### config.mk
export PLATFORM = sky130hd
export DESIGN_NAME = tick_gen_multi
export DESIGN_NICKNAME = d
export VERILOG_FILES = /design/src/rtl/tick_pkg.sv /design/src/rtl/tick_channel.sv /design/src/rtl/tick_gen_multi.sv
export SDC_FILE = /design/constraint.sdc
export NUM_CORES = 1
export LEC_CHECK = 0
export CORE_ASPECT_RATIO = 1.4
export CORE_MARGIN = 10
export CORE_UTILIZATION = 56
export CTS_CLUSTER_SIZE = 8
export DETAILED_ROUTE_END_ITERATION = 10
export GPL_TIMING_DRIVEN = 1
export PLACE_DENSITY_LB_ADDON = 0.15
export SLEW_MARGIN = 20
export SYNTH_ARGS = -nofsm -noshare
export SYNTH_HDL_FRONTEND = slang
export SYNTH_SLANG_ARGS = --single-unit
### constraint.sdc
create_clock -name clk -period 3.2 [get_ports clk]
set_input_delay 0.32 -clock clk [delete_from_list [all_inputs] [get_ports clk]]
set_output_delay 0.32 -clock clk [all_outputs]
set_load 0.05 [all_outputs]
### src/rtl/tick_pkg.sv
// Shared types and constants for the multi-channel tick generator.
// Purpose: channel state and mode encodings, plus the reset-time period.
// Ports: none (package).
package tick_pkg;

    typedef enum logic {
        ST_RUN  = 1'b0,
        ST_DONE = 1'b1
    } tick_state_t;

    typedef enum logic {
        MODE_PERIODIC = 1'b0,
        MODE_ONESHOT  = 1'b1
    } tick_mode_t;

    localparam int unsigned DEFAULT_PERIOD_C = 10_000_000;

endpackage

### src/rtl/tick_channel.sv
// One tick channel: counter, programmable period, periodic/one-shot mode
// and a two-state run/done state machine.
// Ports:
//   clk, rst     - clock and synchronous active-high reset
//   active       - global enable ANDed with this channel's enable
//   sync         - zero the counter this edge (mode/state/done untouched)
//   load         - apply a new configuration this edge (wins over sync)
//   load_period  - new period; 0 is treated as 1
//   load_mode    - new periodic/one-shot mode
//   tic          - registered single-cycle pulse on counter wrap
//   done         - level, high while a fired one-shot channel sits idle
module tick_channel
    import tick_pkg::*;
#(
    parameter int          N              = 29,
    parameter int unsigned DEFAULT_PERIOD = DEFAULT_PERIOD_C
) (
    input  logic         clk,
    input  logic         rst,
    input  logic         active,
    input  logic         sync,
    input  logic         load,
    input  logic [N-1:0] load_period,
    input  tick_mode_t   load_mode,
    output logic         tic,
    output logic         done
);

    localparam logic [N-1:0] ONE = N'(1);

    logic [N-1:0] count, count_next;
    logic [N-1:0] period, period_next;
    logic [N-1:0] period_last;
    tick_mode_t   mode, mode_next;
    tick_state_t  state, state_next;
    logic         tic_next;

    // Period is never 0, so period-1 cannot underflow and the count
    // never exceeds it.
    assign period_last = period - ONE;

    // Next-state logic. A load restarts the channel from zero under the
    // new settings; sync zeroes the count and suppresses any wrap that
    // would have happened on the same edge.
    always_comb begin
        count_next  = count;
        period_next = period;
        mode_next   = mode;
        state_next  = state;
        tic_next    = 1'b0;
        if (load) begin
            period_next = (load_period == '0) ? ONE : load_period;
            mode_next   = load_mode;
            count_next  = '0;
            state_next  = ST_RUN;
        end else if (sync) begin
            count_next = '0;
        end else if (active && state == ST_RUN) begin
            if (count == period_last) begin
                count_next = '0;
                tic_next   = 1'b1;
                if (mode == MODE_ONESHOT) begin
                    state_next = ST_DONE;
                end
            end else begin
                count_next = count + ONE;
            end
        end
    end

    // State register with synchronous reset back to the default period.
    always_ff @(posedge clk) begin
        if (rst) begin
            count  <= '0;
            period <= N'(DEFAULT_PERIOD);
            mode   <= MODE_PERIODIC;
            state  <= ST_RUN;
            tic    <= 1'b0;
        end else begin
            count  <= count_next;
            period <= period_next;
            mode   <= mode_next;
            state  <= state_next;
            tic    <= tic_next;
        end
    end

    assign done = (state == ST_DONE);

endmodule

### src/rtl/tick_gen_multi.sv
// Multi-channel programmable tick generator.
// Purpose: CH independent tick channels, each with a runtime period and
// periodic/one-shot mode written through a valid/ready config port.
// Ports:
//   clk, rst     - clock and synchronous active-high reset
//   en, ch_en    - global and per-channel count enables
//   sync_all     - zero every channel counter this edge
//   cfg_valid/cfg_ready, cfg_ch, cfg_period, cfg_oneshot - config port
//   cfg_err      - one-cycle pulse when the accepted channel index is invalid
//   tic          - per-channel registered tick pulses
//   done         - per-channel one-shot finished level
module tick_gen_multi
    import tick_pkg::*;
#(
    parameter int          N              = 29,
    parameter int          CH             = 4,
    parameter int unsigned DEFAULT_PERIOD = DEFAULT_PERIOD_C,
    localparam int         CW             = (CH > 1) ? $clog2(CH) : 1
) (
    input  logic          clk,
    input  logic          rst,
    input  logic          en,
    input  logic [CH-1:0] ch_en,
    input  logic          sync_all,
    input  logic          cfg_valid,
    output logic          cfg_ready,
    input  logic [CW-1:0] cfg_ch,
    input  logic [N-1:0]  cfg_period,
    input  logic          cfg_oneshot,
    output logic          cfg_err,
    output logic [CH-1:0] tic,
    output logic [CH-1:0] done
);

    localparam logic [CW:0] CH_LIMIT = (CW + 1)'(CH);

    logic          accept;
    logic          apply;
    logic [CW-1:0] hold_ch;
    logic [N-1:0]  hold_period;
    tick_mode_t    hold_mode;

    assign accept = cfg_valid && cfg_ready;
    // The cycle after an accepted request is the apply cycle; ready is low
    // exactly then, so it doubles as the pending flag.
    assign apply  = !cfg_ready;

    // Config holding register. Ready drops for one cycle after each
    // transfer, limiting writes to one per two cycles. The error flag is
    // registered at the transfer so it shows up during the apply cycle.
    always_ff @(posedge clk) begin
        if (rst) begin
            cfg_ready   <= 1'b1;
            cfg_err     <= 1'b0;
            hold_ch     <= '0;
            hold_period <= '0;
            hold_mode   <= MODE_PERIODIC;
        end else begin
            cfg_ready <= !accept;
            cfg_err   <= accept && ({1'b0, cfg_ch} >= CH_LIMIT);
            if (accept) begin
                hold_ch     <= cfg_ch;
                hold_period <= cfg_period;
                hold_mode   <= cfg_oneshot ? MODE_ONESHOT : MODE_PERIODIC;
            end
        end
    end

    // An out-of-range index matches no channel, so a bad write changes nothing.
    for (genvar i = 0; i < CH; i++) begin : g_ch
        tick_channel #(
            .N              (N),
            .DEFAULT_PERIOD (DEFAULT_PERIOD)
        ) u_ch (
            .clk         (clk),
            .rst         (rst),
            .active      (en && ch_en[i]),
            .sync        (sync_all),
            .load        (apply && (hold_ch == CW'(i))),
            .load_period (hold_period),
            .load_mode   (hold_mode),
            .tic         (tic[i]),
            .done        (done[i])
        );
    end

endmodule

## Word-level counts from Yosys, hierarchy flattened

Index checks and enable logic that the tools add are counted.

| word-level totals | value |
|---|---|
| register bits | 277 |
| output and inout port bits | 10 |
| word-level logic and storage cells | 91 |

| operators by class | value |
|---|---|
| $add $sub $neg | 8 |
| equal/unequal tests | 7 |
| muxes and demuxes | 10 |
| bitwise operators | 9 |
| reduce and logical (&&, ||, !) cells | 33 |

Operator list:

| operator | count |
|---|---|
| $mux W29 | 5 |
| $add A29 B1 Y29 const B | 4 |
| $eq A29 B29 Y1 | 4 |
| $sub A29 B1 Y29 const B | 4 |
| $logic_not A29 Y1 | 1 |
| $reduce_and A4 Y1 | 4 |
| $reduce_or A4 Y1 | 4 |
| $logic_and A1 B1 Y1 | 13 |
| $reduce_or A3 Y1 | 4 |
| $not A1 Y1 | 9 |
| $reduce_or A2 Y1 | 4 |
| $mux W1 | 5 |
| $eq A2 B2 Y1 const B | 2 |
| $eq A2 B1 Y1 const B | 1 |
| $logic_not A1 Y1 | 2 |
| $logic_not A2 Y1 | 1 |

## Depth between registers and ports, before layout

| logic depth | value |
|---|---|
| depth in word-level cells | 4 |
| mapped depth | 13 |
| mapped depth without buffers | 10 |

## By module

Synthesis repeated with hierarchy kept, for this count alone.

| unflattened totals | value |
|---|---|
| cell total of the unflattened synthesis | 1830 |
| area total of the unflattened synthesis | 16698.5 um^2 |

By module, submodules not included:

| module | times used | cells each | area an instance (um^2) | sequential area each (um^2) |
|---|---|---|---|---|
| tick_channel (g_ch[0].u_ch ...) | 3 | 412 | 3733.6 | 1221.2 |
| tick_channel (g_ch[3].u_ch) | 1 | 435 | 3783.6 | 1221.2 |
| tick_gen_multi | 1 | 159 | 1714.1 | 660.6 |

## Worst setup path after synthesis

No wires, ideal clock.

| timing path | value |
|---|---|
| kind | reg2reg |
| start | register g_ch[3].u_ch.period[0] |
| end | register g_ch[3].u_ch.count[18] |
| setup time | 132 ps |
| arrival | 3461 ps |
| required time | 3068 ps |
| setup slack | -393 ps |
| stages on the path, launching flop included | 13 |
| period minus slack after synthesis | 3593 ps |
| cells stage by stage | dfxtp_1 -> inv_1 -> ha_1 -> or4b_2 -> or4_1 -> clkbuf_1 -> or4_1 -> or3_1 -> a22o_1 -> nor3_1 -> buf_2 -> buf_4 -> nor3_1 |

| between the ends | value |
|---|---|
| longest elaborated chain between the ends | 3 |

Ends and longest elaborated chain:

| item | RTL line | RTL |
|---|---|---|
| from (decl) | tick_channel.sv:32 | `logic [N-1:0] period, period_next;` |
| from (signal assigned) | tick_channel.sv:75 | `period <= N'(DEFAULT_PERIOD);` |
| from (signal assigned) | tick_channel.sv:81 | `period <= period_next;` |
| $sub A29 B1 Y29 | tick_channel.sv:40 | `assign period_last = period - ONE;` |
| $eq A29 B29 Y1 | tick_channel.sv:59 | `if (count == period_last) begin` |
| $mux W29 | tick_channel.sv:59 |  |
| to (signal assigned) | tick_channel.sv:80 | `count <= count_next;` |
| to (decl) | tick_channel.sv:31 | `logic [N-1:0] count, count_next;` |

No other way between the ends.
A chain may end at the register's enable or synchronous reset.

## Worst setup path in the final report

| timing path | value |
|---|---|
| start | register g_ch[2].u_ch.period[7] |
| end | register g_ch[2].u_ch.count[3] |

| between the ends | value |
|---|---|
| longest elaborated chain between the ends | 3 |

Ends and longest elaborated chain:

| item | RTL line |
|---|---|
| from (decl) | tick_channel.sv:32 |
| from (signal assigned) | tick_channel.sv:75 |
| from (signal assigned) | tick_channel.sv:81 |
| $sub A29 B1 Y29 | tick_channel.sv:40 |
| $eq A29 B29 Y1 | tick_channel.sv:59 |
| $mux W29 | tick_channel.sv:59 |
| to (signal assigned) | tick_channel.sv:80 |
| to (decl) | tick_channel.sv:31 |

No other way between the ends.

==> reports/metrics.cfg <==
[grt]
antenna_found_initial=0
grt_overflow=0
grt_max_degree=34
grt_pass1_vias=13100
busiest_layer=met2
grt_pass1_wl_um=67130
met3_usage=0.04671
grtUsageTotal=0.2496
use_met2=0.4632
met1_usage=0.2652

[clocking]
cts_tree=built
path_clk_slew_ns=0.05
cts_buffers=40
clk_latency_ns=0.54
cts.sinks=277
holdBufCountCts=0
ctsLongestPathBuffers=3
cts_max_level=2
cts_root_buf=clkbuf_16

[run_status]
violations=setup timing
outcome=finished, violations left

[synth]
ys_top_cells_by_area=dfxtp_1 (38%), xor2_1 (7.5%), xnor2_1 (7.3%)
synthArstFlopShare=0
synth_cells=1717
synthTopCellsByCount=dfxtp_1 (277), nand2_1 (169), nor2_1 (151)
synth_ff_type=dfxtp_1
synth_top_area_share=0.3776
synth_warnings=0
yosysUniqueCellTypes=77
ys_seq_elements=277
synth-edff-count=0
yosysSeqAreaShare=0.3776
synth_nets=1766
synth_area_per_cell_um2=8.552
synth.most_common_cell=dfxtp_1
synth.largest_area_cell=dfxtp_1
synth_area_um2=14680

[sta]
clock.fmax_ghz=0.2976
final.period_utilization=1.050
fin_skew_ns=0.02219
postLayoutSetupSlackWorst_ns=-0.1598
worst_slew_pin_slew_ns=0.8169
hold_viol_final=0
rsz0062_at_grt=yes
period_needed_ns=3.360
report.final.slew_viol_count=0
max-slew-margin-rel=0.4554
timing.hold.ws_ns=0.3391
setup_viol=31

[critical_path]
end_kind=flip-flop
start_kind=flip-flop
worstPathCellList=or4_4, or4_4, o41a_1, nor4_2, nand4_1, or4_4, nor3_4, buf_4, clkbuf_16, nor3_1
reg2reg_depth=10
critical-path-max-stage-delay_ns=0.58
crit_path_start=g_ch[2].u_ch.period[7]
crit_type=reg2reg
required_ns=3.58
cp_common_cell=or4_4
reg2reg_from=g_ch[2].u_ch.period[7]
crit_slowest_cell=or4_4
crit_arrival_ns=3.74
crit_fanout=7

[floorplan]
die_w_um=156.9
core_um2=26010
initial_core_util=0.5645
rows=70
dieArea_um2=33190
io_pins=51
fp.dieH_um=211.6

[power]
vdd_ir_drop_max_mv=0.4018
power_density_nw_per_um2=443.5
p_leak_nw=6.385

[routing]
vias=13140
drt_drc_violations_left=0
finalWirelength_um=42610
via_per_inst=6.102
ant_nets=0
dr.first_iter.drc_count=842
avgRoutedWirePerCell_um=19.79
firstDrtPassIters=5

[worst_hold_path]
whs_path_depth=3
hold_path_class=in2reg
min_from=cfg_period[9]

[placed_design]
pre_cts_slack_ns=-0.1604
placed_area_um2=16020
dp_hpwl_um=30120
gp_congestion=0.9273
port_buffers=49

[cells_and_area]
fillers=2177
fin_nets=1876
layout-drive-gt1-share=0.1443
fin_area_um2=17500
diodes=0
area_delta_synth_final_pct=19.18

[flow_run]
cap_violations=0

## kinds of logic after synthesis
| group | after synthesis | synth area share |
|---|---|---|
| AOI/OAI and AO/OA | 279 | 0.1413 |
| xor gates and xnor gates | 249 | 0.1495 |
| adders and majority gates | 8 | 0.006817 |
| buffers and inverters | 135 | 0.03979 |
| DFF | 277 | 0.3776 |
| muxes | 14 | 0.009799 |
| other | 1 | 0.0002554 |
| and+or+nand+nor | 754 | 0.2750 |
## worst max-delay path: cells and delay by family, from the launching register on
kind                   cells  cell delay [ns]
AND/OR/NAND/NOR            7             2.25
AO/OA/AOI/OAI              1             0.33
buffers and inverters      2             0.32
flip-flops                 1             0.31
## area by class of cell
class	count	area, um2	share of cell area
clock inverters	3	22.52	0.001287
inverters	29	108.9	0.006220
clock buffers	41	1026	0.05863
well taps	324	405.4	0.02316
flip-flops and latches	277	5548	0.3170
multi-input cells	1305	8828	0.5045
repair buffers	174	1562	0.08923
## metal layers
layer | vias up | routed length, um
li1 | 6360 | -
met1 | 6276 | 16380
met2 | 359 | 21930
met3 | 143 | 2213
met4 | 0 | 2076
met5 | - | 0
## registers in the layout (all words and copies together) (netlist names)
| name | count |
|---|---|
| hold_ch | 2 |
| g_ch.u_ch.tic | 4 |
| g_ch.u_ch.done | 4 |
| hold_period | 29 |
| g_ch.u_ch.mode | 4 |
| g_ch.u_ch.count | 116 |
| cfg_ready | 1 |
| g_ch.u_ch.period | 116 |
| hold_mode | 1 |
## worst paths after layout
check                          end  slack [ns]
min reg2reg         hold_period[0]        0.46
min                 hold_period[9]        0.34
max reg2reg  g_ch[2].u_ch.count[3]       -0.16
max          g_ch[2].u_ch.count[3]       -0.16
## where the power goes
part	internal, mW	switching (mW)	leakage [nW]	total, mW
Clock	2.24	1.47	0.518	3.71
Combinational	0.189	0.249	3.63	0.438
Sequential	3.50	0.108	2.24	3.61
Total	5.94	1.83	6.38	7.76
## stage by stage
stage	instances	power, mW	setup TNS [ns]	utilization
after global routing	2153	7.999	-8.189	0.6728
after global placement	2096	4.078	-1.394	0.6160
after detailed placement	2096	4.087	-4.777	0.6160
after floorplan	1717	3.877	-5.083	-
final	2153	7.762	-4.198	0.6728
after CTS	2146	7.788	-3.471	0.6600
## timing repair
item	CTS	global route
endpoints found under the setup margin	60	119
setup buffers	4	4
pin swaps	4	21
resized for setup	11	51
cloned	2	3
## placed cells by master (no fill, tap or decap), types with 11 or more instances in the layout
master             n
dfxtp_1          275
nand2_1          169
nor2_1           150
xor2_1           125
xnor2_1          123
buf_4            113
a22o_1            79
nor3_1            64
a21oi_1           59
nand3_1           49
clkdlybuf4s50_1   49
clkbuf_16         43
nor4_1            39
nand4_1           37
nor3_2            34
and3_1            31
o22a_1            28
inv_1             27
or3_1             24
o21ai_0           21
nand2b_1          18
or2_2             14
nand3b_1          14
nor3b_1           13
or4_1             12
nor2b_1           12
nand4b_1          12
a31oi_1           11
mux2i_1           11
Power figures use the tool's default switching activity.
==> variant 1: new RTL, same flow settings <==
`CH`: 4 -> 2.
--- a/src/rtl/tick_gen_multi.sv
+++ b/src/rtl/tick_gen_multi.sv
@@ -15,3 +15,3 @@
     parameter int          N              = 29,
-    parameter int          CH             = 4,
+    parameter int          CH             = 2,
     parameter int unsigned DEFAULT_PERIOD = DEFAULT_PERIOD_C,
Ports: changed (resized cfg_ch, ch_en, done and tic); port bits go from 51 to 44. The function was not compared with the original's and may differ.
==> variant 1 against the unedited design <==
- final area decreased by 44%
- die area decreased by 39%
- clock power decreased by 46%
- final cell count decreased by 44%
- largest power group is now sequential cells
- setup slack improved by 0.27 ns
- sequential power decreased by 44%
- area after synthesis decreased by 43%
- sequential share of layout area decreased by 0.14 points
- sequential cell count decreased by 123
- total power decreased by 44%
- global-route usage decreased by 3.5 points
- routed wire length decreased by 49%
==> variant 1: results (changes against the unedited design) <==
metric,value,unit,change
status,"complete, no violations",,
synth.net_count,993,,-44%
wl_met3,713,um,-68%
drive_gt1_share,15.2,%,+0.80 points
met1_length,8710,um,-47%
fmax,324,MHz,+8.9%
leakagePower,3.49,nW,-45%
post_layout_nonfiller_instances,1213,,-44%
crit_path_max_fanout,14,,+7
grt_max_degree,33,,-2.9%
gr-usage-met2,38.5,%,-7.8 points
timing.rr.start,g_ch[1].u_ch.period[10],,
grt_pass1_vias,6736,,-49%
postSynthCellCount,951,,-45%
fin_nets,1054,,-44%
skew,0.00928,ns,-0.0129 ns
pwr-share-clk,45.9,%,-1.9 points
synth_area_leaders,"dfxtp_1 (37%), xor2_1 (6.7%), xnor2_1 (5.8%)",,
preCtsSetupSlack,0.0179,ns,+0.178 ns
yosysSeqAreaShare,37.1,%,-0.64 points
grtUsageMet1,24.0,%,-2.5 points
gp_congestion,0.939,,+1.3%
worstReg2RegEnd,g_ch[1].u_ch.count[13],,
netlist.area_leader.share,37.1,%,-0.64 points
post_drt_wl_per_cell,17.8,um,-9.8%
vias_per_cell,5.96,,-2.3%
cts_buffers,17,,-57%
maxSlewHeadroom,45.5,%,about the same
hold_start,cfg_period[1],,
r2r_slack,0.11,ns,+0.27 ns
min_to,hold_period[1],,
powerComb,346,uW,-21%
worstSetupEndpoint,g_ch[1].u_ch.count[13],,
grt_pass1_wl,34300,um,-49%
synth_cell_types,88,,+14%
first_iter_violations,427,,-49%
worst_ir_drop_vdd,317,uV,-21%
## variant 1: metrics by stage
stage	power (mW)	TNS, ns
floorplan	2.26	0
global placement	2.39	0
detailed placement	2.40	0
CTS	4.40	0
global route	4.52	-2.15
finish	4.38	0
## variant 1: area by class of cell
| cell class | count | area (um2) |
|---|---|---|
| tap | 189 | 236 |
| sequential | 154 | 3080 |
| multi-input combinational | 723 | 4900 |
| clock inverter | 11 | 148 |
| inverter | 15 | 56.3 |
| fill | 1243 | 4740 |
| clock buffer | 20 | 437 |
| timing repair buffer | 101 | 906 |
## variant 1: cells by family after synthesis
kind of cell               share of synthesized area (%)
AOI/OAI and AO/OA                                   14.9
xor gates and xnor gates                            12.5
adders and majority gates                          0.603
buffers and inverters                               4.84
DFF                                                 37.1
muxes                                              0.618
other                                             0.0452
and+or+nand+nor                                     29.3
## variant 1: repair_timing
item | CTS | global route
setup endpoints to repair | 3 | 59
gates cloned | 0 | 1
setup buffers | 0 | 6
pin swaps | 0 | 7
gates resized for setup | 1 | 14
==> variant 2: new RTL, same flow settings <==
Without the edit above. Reset style: asynchronous (`rst`), changed in 2 clocked blocks. Comments in the files are not updated.
--- a/src/rtl/tick_channel.sv
+++ b/src/rtl/tick_channel.sv
@@ -71,3 +71,3 @@
     // State register with synchronous reset back to the default period.
-    always_ff @(posedge clk) begin
+    always_ff @(posedge clk or posedge rst) begin
         if (rst) begin
--- a/src/rtl/tick_gen_multi.sv
+++ b/src/rtl/tick_gen_multi.sv
@@ -50,3 +50,3 @@
     // registered at the transfer so it shows up during the apply cycle.
-    always_ff @(posedge clk) begin
+    always_ff @(posedge clk or posedge rst) begin
         if (rst) begin
Function: differs if rst is asserted again (counterexample within 4 cycles, from zero or initial values and one cycle with rst high); with rst held inactive, the same outputs for 4 cycles.
==> variant 2 against the unedited design <==
- the run still ends with negative setup slack left
- setup slack worse by 0.020 ns
- utilization grew 3.0 points
- routed wire length rose by 22%
- area after synthesis grew 18%
- sequential cell count unchanged
- final area is 23% higher
- largest cell class unchanged
- highest routed layer is now met5
Power is not compared: it rests on default switching activity, and its combinational part moved more than twofold at a synthesized area within 25%.
==> variant 2: results (changes against the unedited design) <==
metric,value,unit,change
maxSlewHeadroom,27.9,%,-18 points
antenna_found_initial,1,,+1
grt_pass1_vias,14839,,+13%
vias,15463,,+18%
synth-async-reset-ratio,100,%,+100 points
drive_gt1_share,28.1,%,+14 points
dp_cells,2366,,+13%
critical_path_arrival,3.79,ns,+0.05 ns
synthTopCellsByCount,"dfrtp_1 (244), nand2_1 (185), mux2_2 (142)",,
post_drt_wl_per_cell,21.1,um,+6.4%
status,"finished, violations left",,
grt_usage,25.1,%,+0.15 points
fin_nets,2087,,+11%
synth_area_leaders,"dfrtp_1 (35%), mux2_2 (9.2%), dfstp_2 (5.0%)",,
setup_viol,77,,+150%
violations,negative setup slack,,
synth_top_flop_cell,dfrtp_1,,
firstDrtPassIters,8,,+3
postSynthCellCount,1840,,+7.2%
first_iter_violations,1332,,+58%
skew,0.0115,ns,-0.0107 ns
tns,-9.21,ns,-5.02 ns
postLayoutSetupSlackWorst,-0.180,ns,-0.0199 ns
yosysSeqAreaShare,40.3,%,+2.5 points
hp-class,in -> async,,
grt_max_degree,58,,+71%
synth.net_count,1889,,+7.0%
==> variant 2: path summary, 6_finish.rpt <==
kind	start	end	slack (ns)	cells after the start
worst max-delay path	g_ch[3].u_ch.period[16]	g_ch[3].u_ch.count[14]	-0.18	10
min in group clk	cfg_period[28]	hold_period[28]	0.40	2
max in group asynchronous	rst	g_ch[1].u_ch.period[9]	2.00	3
worst min register to register	g_ch[1].u_ch.mode	g_ch[1].u_ch.done	0.50	1
worst max register to register	g_ch[3].u_ch.period[16]	g_ch[3].u_ch.count[14]	-0.18	10
worst min-delay path	rst	g_ch[0].u_ch.tic	0.33	2
==> variant 2: logic make-up after synthesis <==
group | synth area share (%)
buf+inv | 4.22
fa+ha+maj | 0.578
compound gates | 12.5
xor+xnor | 7.94
other cells | 0.0217
flops | 40.3
simple gates | 24.5
mux | 9.98
==> variant 2: critical path, cell delays in order (launching register included) <==
cell and delay (ns):
dfrtp_1 0.37, or4_4 0.53, or4_4 0.52, xnor2_2 0.14, o21a_1 0.22, a2111oi_2 0.22
nand4_1 0.17, or4_4 0.60, buf_12 0.20, a31oi_4 0.16, o22ai_1 0.11
==> variant 2: metrics by stage <==
stage                     utilization, %  worst slack [ns]  area, um2
final                               70.3            -0.180      21500
after global routing                70.3            -0.329      21500
after CTS                           68.4            -0.116      21000
after detailed placement            64.0            -0.305      19600
after global placement              64.0            -0.295      19600
after floorplan                        -            -0.758      17400
==> variant 2: repair_timing <==
action / 4_1_cts / 5_1_grt
cloned: 0 / 10
endpoints found under the setup margin: 90 / 117
pin swaps: 6 / 25
gates resized for setup: 44 / 72
buffers inserted: 4 / 6
==> variant 2: layout make-up <==
type                       instances  area [um2]
tap                              390         488
multi-input combinational       1395       10200
inverter                          40         154
sequential                       277        6970
timing repair buffer             284        2550
clock buffer                      72        1150
fill                            2345        9090
==> variant 2: layer usage <==
metal  GRT usage, %  wire [um]  vias to the layer above
met5              0         17                        -
met4           12.3       2510                        2
met3           3.36       2310                      155
met2           43.2      26200                      472
met1           30.1      20700                     7616
li1               -          -                     7218
==> variant 2: power by group through the flow <==
stage / combinational (mW) / sequential, mW / clock [mW]
after floorplan: 3.46 / 5.27 / 0
after global placement: 5.36 / 5.41 / 0
after detailed placement: 5.51 / 5.46 / 0
after CTS: 5.67 / 5.43 / 4.03
after global routing: 6.39 / 5.60 / 4.17
final: 5.90 / 5.49 / 3.98
